## config.mk

```make
export PLATFORM = sky130hd
export DESIGN_NAME = baseball_solver_n
export DESIGN_NICKNAME = d
export VERILOG_FILES = /design/src/rtl/baseball_solver_n.sv
export SDC_FILE = /design/constraint.sdc
export NUM_CORES = 1
export LEC_CHECK = 0
export BUFFER_PORTS_ARGS = -buffer_cell sky130_fd_sc_hd__buf_2
export CAP_MARGIN = 20
export CORE_MARGIN = 2
export CORE_UTILIZATION = 29
export DETAILED_ROUTE_END_ITERATION = 8
export GPL_ROUTABILITY_DRIVEN = 0
export SLEW_MARGIN = 20
export SYNTH_ARGS = -nofsm -noshare
export SYNTH_HDL_FRONTEND = slang
export SYNTH_SLANG_ARGS = --single-unit
```

## constraint.sdc

```tcl
create_clock -name clk -period 21.9 [get_ports clk]
set_clock_uncertainty 0.15 [all_clocks]
set_input_delay 1.095 -clock clk [delete_from_list [all_inputs] [get_ports clk]]
set_output_delay 1.095 -clock clk [all_outputs]
set_load 0.005 [all_outputs]
```

## src/rtl/baseball_solver_n.sv

```systemverilog
// Number Baseball guesser: proposes the smallest distinct-digit candidate that is
// consistent with every (guess, strike, ball) reply seen so far in this run.
module baseball_solver_n #(
  parameter int DIGITS     = 4,
  parameter int RADIX      = 10,
  parameter int HIST_DEPTH = 16,
  localparam int CW        = $clog2(DIGITS + 1)
) (
  input  logic                clk,
  input  logic                reset,
  input  logic                start,
  output logic [4*DIGITS-1:0] question,
  output logic                ask_valid,
  input  logic                ask_ready,
  input  logic                reply_valid,
  output logic                reply_ready,
  input  logic [CW-1:0]       strike,
  input  logic [CW-1:0]       ball,
  input  logic                correct,
  output logic                done,
  output logic                fail,
  output logic [7:0]          guess_count
);

  localparam int QW     = 4 * DIGITS;
  localparam int HCW    = $clog2(HIST_DEPTH + 1);
  localparam int IW     = (HIST_DEPTH > 1) ? $clog2(HIST_DEPTH) : 1;
  localparam int HSLOTS = 1 << IW;
  localparam int EW     = QW + 2 * CW;
  localparam logic [4:0] RADIX_W = 5'(RADIX);

  typedef enum logic [2:0] {S_IDLE, S_SEARCH, S_ASK, S_WAIT, S_DONE, S_FAIL} state_t;

  function automatic logic [QW-1:0] first_cand();
    logic [QW-1:0] c;
    c = '0;
    for (int p = 0; p < DIGITS; p++) c[4*(DIGITS-1-p) +: 4] = 4'(p);
    return c;
  endfunction

  function automatic logic cand_ok(input logic [QW-1:0] c);
    logic ok;
    ok = 1'b1;
    for (int i = 0; i < DIGITS; i++) begin
      if ({1'b0, c[4*i +: 4]} >= RADIX_W) ok = 1'b0;
      for (int j = i + 1; j < DIGITS; j++)
        if (c[4*i +: 4] == c[4*j +: 4]) ok = 1'b0;
    end
    return ok;
  endfunction

  // Odometer step with nibble 0 (last position) least significant; MSB of result is carry out.
  function automatic logic [QW:0] advance(input logic [QW-1:0] c);
    logic [QW-1:0] n;
    logic          carry;
    n     = c;
    carry = 1'b1;
    for (int i = 0; i < DIGITS; i++) begin
      if (carry) begin
        if ({1'b0, n[4*i +: 4]} == RADIX_W - 5'd1) begin
          n[4*i +: 4] = 4'd0;
        end else begin
          n[4*i +: 4] = n[4*i +: 4] + 4'd1;
          carry       = 1'b0;
        end
      end
    end
    return {carry, n};
  endfunction

  function automatic logic [2*CW-1:0] score(input logic [QW-1:0] a, input logic [QW-1:0] b);
    logic [CW-1:0] s;
    logic [CW-1:0] bl;
    s  = '0;
    bl = '0;
    for (int i = 0; i < DIGITS; i++)
      for (int j = 0; j < DIGITS; j++)
        if (a[4*i +: 4] == b[4*j +: 4]) begin
          if (i == j) s = s + CW'(1);
          else bl = bl + CW'(1);
        end
    return {s, bl};
  endfunction

  state_t          state_q, state_d;
  logic [QW-1:0]   cand_q, cand_d;
  logic [HCW-1:0]  h_q, h_d;
  logic [HCW-1:0]  hist_cnt_q, hist_cnt_d;
  logic [QW-1:0]   question_q, question_d;
  logic [7:0]      guess_count_q, guess_count_d;
  logic            ask_valid_q, ask_valid_d;
  logic            reply_ready_q, reply_ready_d;
  logic            done_q, done_d;
  logic            fail_q, fail_d;

  logic [EW-1:0]   hist_q [HSLOTS];
  logic            hist_we;
  logic [EW-1:0]   hist_wdata;
  logic [EW-1:0]   hist_rd;
  logic [QW:0]     adv;
  logic [2*CW-1:0] cand_score;
  logic            mismatch;

  always_comb begin
    state_d       = state_q;
    cand_d        = cand_q;
    h_d           = h_q;
    hist_cnt_d    = hist_cnt_q;
    question_d    = question_q;
    guess_count_d = guess_count_q;
    hist_we       = 1'b0;
    hist_wdata    = {question_q, strike, ball};
    hist_rd       = hist_q[h_q[IW-1:0]];
    adv           = advance(cand_q);
    cand_score    = score(cand_q, hist_rd[EW-1 -: QW]);
    mismatch      = (h_q < hist_cnt_q) && (cand_score != hist_rd[2*CW-1:0]);

    case (state_q)
      S_IDLE, S_DONE, S_FAIL: begin
        if (start) begin
          state_d       = S_SEARCH;
          cand_d        = first_cand();
          h_d           = '0;
          hist_cnt_d    = '0;
          guess_count_d = '0;
        end
      end
      S_SEARCH: begin
        if (!cand_ok(cand_q) || mismatch) begin
          if (adv[QW]) begin
            state_d = S_FAIL;
          end else begin
            cand_d = adv[QW-1:0];
            h_d    = '0;
          end
        end else if (h_q < hist_cnt_q) begin
          h_d = h_q + HCW'(1);
        end else begin
          question_d = cand_q;
          state_d    = S_ASK;
        end
      end
      S_ASK: begin
        if (ask_ready) begin
          guess_count_d = (guess_count_q == 8'hFF) ? guess_count_q : guess_count_q + 8'd1;
          state_d       = S_WAIT;
        end
      end
      S_WAIT: begin
        if (reply_valid) begin
          if (correct || strike == CW'(DIGITS)) begin
            state_d = S_DONE;
          end else if (hist_cnt_q == HCW'(HIST_DEPTH)) begin
            state_d = S_FAIL;
          end else begin
            hist_we    = 1'b1;
            hist_cnt_d = hist_cnt_q + HCW'(1);
            h_d        = '0;
            if (adv[QW]) begin
              state_d = S_FAIL;
            end else begin
              cand_d  = adv[QW-1:0];
              state_d = S_SEARCH;
            end
          end
        end
      end
      default: state_d = S_IDLE;
    endcase

    ask_valid_d   = (state_d == S_ASK);
    reply_ready_d = (state_d == S_WAIT);
    done_d        = (state_d == S_DONE);
    fail_d        = (state_d == S_FAIL);
  end

  always_ff @(posedge clk) begin
    if (!reset) begin
      state_q       <= S_IDLE;
      cand_q        <= '0;
      h_q           <= '0;
      hist_cnt_q    <= '0;
      question_q    <= '0;
      guess_count_q <= '0;
      ask_valid_q   <= 1'b0;
      reply_ready_q <= 1'b0;
      done_q        <= 1'b0;
      fail_q        <= 1'b0;
    end else begin
      state_q       <= state_d;
      cand_q        <= cand_d;
      h_q           <= h_d;
      hist_cnt_q    <= hist_cnt_d;
      question_q    <= question_d;
      guess_count_q <= guess_count_d;
      ask_valid_q   <= ask_valid_d;
      reply_ready_q <= reply_ready_d;
      done_q        <= done_d;
      fail_q        <= fail_d;
    end
  end

  // History needs no reset: hist_cnt_q gates which entries are ever read.
  always_ff @(posedge clk) begin
    if (hist_we) hist_q[hist_cnt_q[IW-1:0]] <= hist_wdata;
  end

  assign question    = question_q;
  assign ask_valid   = ask_valid_q;
  assign reply_ready = reply_ready_q;
  assign done        = done_q;
  assign fail        = fail_q;
  assign guess_count = guess_count_q;

endmodule
```

After elaboration in Yosys (flattened, before gate mapping)
Memory sizes are Yosys's and may differ from the RTL's. A register that Yosys moved wholly into a read port is not among the register bits.
Index checks and enable logic that the tools add are counted.
Widths: inputs -> output; s select.
{"block": "totals", "ff_bits": 57, "ram_bits": 352, "in_bits": 12, "out_inout_bits": 28, "word_cells": 183, "memories": 1}
{"block": "op_classes", "add_sub_neg": 21, "magnitude_cmp": 5, "eq_ne": 48, "n_mux": 82, "bitwise": 2, "reduce_logical": 14}
{"name": "hist_q", "depth": 16, "word_bits": 22, "read_ports": 1, "rd_ports_with_merged_regs": 1, "write_ports": 1, "line_no": "96", "text": "logic [EW-1:0] hist_q [HSLOTS];"}
{"op": "$mux 16", "count": 6}
{"op": "$eq 4x4->1", "count": 22}
{"op": "$mux 3", "count": 23}
{"op": "$mux 5", "count": 10}
{"op": "$pmux 16 s3", "count": 1}
{"op": "$add 3x1->3 const B", "count": 14}
{"op": "$mux 4", "count": 9}
{"op": "$mux 1", "count": 26}
{"op": "$mux 8", "count": 3}
{"op": "$add 4x1->4 const B", "count": 4}
{"op": "$eq 4x4->1 const B", "count": 4}
{"op": "$ge 4x4->1 const B", "count": 4}
{"op": "$pmux 8 s2", "count": 1}
{"op": "$eq 3x3->1 const B", "count": 5}
{"op": "$pmux 5 s3", "count": 1}
{"op": "$ne 2x2->1 const B", "count": 7}
{"op": "$eq 3x2->1 const B", "count": 4}
{"op": "$pmux 3 s4", "count": 1}
{"op": "$add 5x1->5 const B", "count": 2}
{"op": "$pmux 5 s2", "count": 1}
{"op": "$add 8x1->8 const B", "count": 1}
{"op": "$eq 8x8->1 const B", "count": 1}
{"op": "$reduce_and 7->1", "count": 1}
{"op": "$ne 3x3->1 const B", "count": 2}
{"op": "16 further kinds", "count": 19}

Logic depth before layout (Yosys ltp)
{"block": "depth", "ltp_word": 31, "ltp_mapped": 44, "ltp_nobuf": 40}

Worst setup path before layout
No wires, ideal clock.
{"block": "synth_timing", "path_type": "register -> register", "startpoint": "register (tool-made name)", "endpoint": "register cand_q[8]", "setup_ps": 119, "arrival_time_ps": 9329, "t_required_ps": 21631, "setup_slack_ps": 12302, "stages_incl_launch_ff": 42, "n_path_buf": 2, "period_less_slack_ps": 9598, "path_cell_list": "dfxtp_1 buf_6 buf_6 mux4_2 a22oi_2 nand2_2 xor2_1 or4_1 inv_1 ha_1 xnor2_1 inv_1 ha_1 mux2_2 ha_1 mux2_2 ha_1 and2_1 [... 6 more ...] ha_1 inv_1 a21oi_1 ha_1 mux2_2 ha_1 a22o_1 o21a_1 ha_1 inv_1 nor2_1 xor3_1 xnor3_1 o211ai_2 o41ai_4 or4_1 a21oi_1 o221a_1"}
{"item": "end signal: assignment", "line_no": "191", "text": "cand_q <= cand_d;"}
{"item": "end: declaration", "line_no": "86", "text": "logic [QW-1:0] cand_q, cand_d;"}

==> impl_metrics.env <==
export IMPL_status="complete, no violations"
export IMPL_yosysUniqueCellTypes=89
export IMPL_cp_common_cell="ha_1"
export IMPL_crit_type="register to register"
export IMPL_vdd_drop_max_v=0.0000427
export IMPL_leakagePower_nw=7.13
export IMPL_hp_class="register to register"
export IMPL_die_w_um=261
export IMPL_final_area_um2=21800
export IMPL_fp_dieH_um=261
export IMPL_powerDensity_nw_per_um2=75.0
export IMPL_cts_buffer_depth=3
export IMPL_dp_hpwl_um=29900
export IMPL_finalSetupViolCount=0
export IMPL_cts_tree="done"
export IMPL_ys_seq_area_share_pct=61.6
export IMPL_maxCapViolCount=0
export IMPL_r2r_setup_slack_ns=10.23
export IMPL_core_um2=65500
export IMPL_antenna_found_initial=0
export IMPL_grt_pass1_wl_um=73900
export IMPL_dpl_cell_area_um2=20300
export IMPL_finalSetupTns_ns=0
export IMPL_ios=40
export IMPL_track_usage_pct=14.7
export IMPL_tightest_slew_ns=1.07
export IMPL_fin_util_pct=33.2
export IMPL_clockRootBuffer="clkbuf_16"
export IMPL_yosys_most_used_dff="edfxtp_1"
export IMPL_synthCells=1291
export IMPL_drt_wirelength_per_cell_um=22.1
export IMPL_grt_pass1_vias=11287
export IMPL_grt_max_degree=57
export IMPL_max_freq_mhz=85.7
export IMPL_report_final_slew_viol_count=0
export IMPL_min_path_cells=2
export IMPL_ant_nets=0
export IMPL_rsz0062_at_grt="no"
export IMPL_grt_ovfl_total=0
export IMPL_synth_nets=1327
export IMPL_synth_async_reset_ratio_pct=0
export IMPL_critPathMaxFanout=56
export IMPL_worstSetupEndpointType="register"
export IMPL_startpoint_type="register"
export IMPL_cts_max_level=2
export IMPL_r2r_cells=40
export IMPL_fin_nets=1373
export IMPL_relSlewSlack_pct=28.3
export IMPL_diodes=0
export IMPL_cts_resized=0
export IMPL_drive_gt1_share_pct=19.5
export IMPL_post_place_ws_ns=10.26
export IMPL_cts_sinks=413
export IMPL_routed_wl_um=49400
export IMPL_port_buffers=39
export IMPL_synth_cell_area_um2=19100
export IMPL_worst_skew_pair_late_latency_ns=0.57
export IMPL_ys_seq_elements=413
export IMPL_cts_buffers=43
export IMPL_rows=94
export IMPL_synth_edff_count=352
export IMPL_area_growth_pct=13.6
export IMPL_dr_pass1_iters=5
export IMPL_clkTransAtPathRegs_ns=0.06
export IMPL_finalWorstSetupSlack_ns=10.23
export IMPL_finalCritPeriodShare_pct=53.3
export IMPL_start_util_pct=29.2
export IMPL_cts_setup_buffers=0
export IMPL_final_min_clock_period_ns=11.67
export IMPL_cpMaxStageDelayCell="buf_4"
export IMPL_slowest_delay_ns=0.83
export IMPL_finalHoldViolCount=0
export IMPL_synth_area_per_cell_um2=14.8
export IMPL_dieArea_um2=68100
export IMPL_cp_arrival_ns=12.03
export IMPL_first_iter_violations=961
export IMPL_post_route_drc_count=0
export IMPL_required_ns=22.26
export IMPL_num_vias=11300
export IMPL_viasPerCell=5.05
export IMPL_yosysWarnings=0
export IMPL_cts_hold_fix_buffers=0
[metal layers]
| metal | share of wire, % | global-route usage [%] | routed length, µm | vias up |
|---|---|---|---|---|
| li1 | - | - | - | 5076 |
| met1 | 43 | 19.4 | 21400 | 5803 |
| met2 | 47 | 23.6 | 23100 | 336 |
| met3 | 5.6 | 2.66 | 2780 | 85 |
| met4 | 4.3 | 6.63 | 2120 | 0 |
| met5 | 0 | 0 | 0 | - |
[cell usage after synthesis (all sizes together) (4+ instances only)]
master	number	area share (%)
clkbuf	31	0.61
ha	24	1.6
edfxtp	352	55
inv	34	0.67
nand3	27	0.71
and2	27	0.88
nand2	55	1.1
buf	39	1.4
nand4	25	0.82
mux2i	84	4.4
a22oi	18	0.76
and3	12	0.40
dfxtp	61	6.4
xnor2	78	3.6
o22ai	5	0.16
mux2	25	1.5
nor3b	6	0.29
o211ai	5	0.22
a211o	4	0.18
a22o	10	0.46
nor2	56	1.1
or3	13	0.42
nand2b	5	0.16
a21oi	39	1.1
xor2	33	1.5
or2	5	0.16
mux4	69	8.1
nand3b	7	0.27
a31oi	6	0.20
nor3	19	0.50
or4	5	0.22
nor2b	9	0.29
nor4	6	0.35
o21ai	35	0.93
o22a	6	0.27
a211oi	8	0.34
[through the flow]
| step | instances | total power [mW] | hold slack (ns) |
|---|---|---|---|
| 4_1_cts | 2236 | 1.65 | 0.375 |
| 6_report | 2236 | 1.63 | 0.369 |
| 2_1_floorplan | 1291 | 0.893 | 0.331 |
| 3_3_place_gp | 2156 | 0.905 | 0.349 |
| 3_5_place_dp | 2156 | 0.906 | 0.368 |
| 5_1_grt | 2236 | 1.68 | 0.415 |
[cell usage in the layout, fill, tap and decap left out, types with 6 or more instances in the layout]
master	count
xnor2_1	77
buf_2	39
edfxtp_1	352
clkbuf_1	10
clkinv_2	7
nand4_1	25
a211oi_1	7
mux2i_1	83
dfxtp_1	57
clkbuf_8	7
a31oi_1	6
nor2b_1	9
and2_1	27
ha_1	24
mux4_2	69
nand2_1	54
nand3b_1	7
inv_1	32
o22a_1	6
a22o_1	10
a21oi_1	36
or3_1	13
nor3_1	18
o21ai_0	30
clkbuf_16	45
a22oi_1	16
xor2_1	33
buf_4	32
mux2_2	23
nor2_1	55
nand3_1	27
and3_1	11
[final cells by class]
cell class,count,area (µm²)
clock buffer,62,1260
clock inverter,18,196
fill,6244,43800
inverter,35,131
multi-input combinational,773,6850
sequential,413,11800
tap,864,1080
timing repair buffer,71,435
[state kept, by name, indices dropped and copies added, names as in the netlist, named ones only]
register,count
cand_q,16
guess_count,8
ask_valid,1
question,16
reply_ready,1
h_q,5
fail,1
hist_cnt_q,5
hist_q,352
done,1
state_q,3
[worst max-delay path, delay by kind of cell (launching register included)]
family / cells / cell delay (ns)
xor+xnor: 4 / 1.23
buf+inv: 5 / 1.08
mux: 5 / 1.78
simple gates: 5 / 1.35
compound gates: 11 / 2.51
flops: 1 / 0.75
fa+ha+maj: 10 / 2.63
[cell families (layout without fill, tap and decap cells)]
group,count (synthesis),after routing,synth area share (%)
DFF,413,413,61.6
and+or+nand+nor,291,291,8.35
muxes,178,178,14.0
AOI/OAI and AO/OA,163,163,5.95
xor gates and xnor gates,117,117,5.85
buffers and inverters,105,186,2.65
adders and majority gates,24,24,1.57
[power breakdown]
part	leakage, nW	switching, mW	internal, mW
Clock	0.714	0.302	0.439
Combinational	2.68	0.0250	0.0156
Sequential	3.73	0.00491	0.845
[worst paths after layout]
| path | start | to |
|---|---|---|
| max | register | cand_q[2]$_SDFFE_PN0P_ |
| min | guess_count[5]$_SDFFE_PN0P_ | guess_count[5]$_SDFFE_PN0P_ |
| max reg2reg | register | cand_q[2]$_SDFFE_PN0P_ |
| min reg2reg | guess_count[5]$_SDFFE_PN0P_ | guess_count[5]$_SDFFE_PN0P_ |
Power figures use the tool's default switching activity.
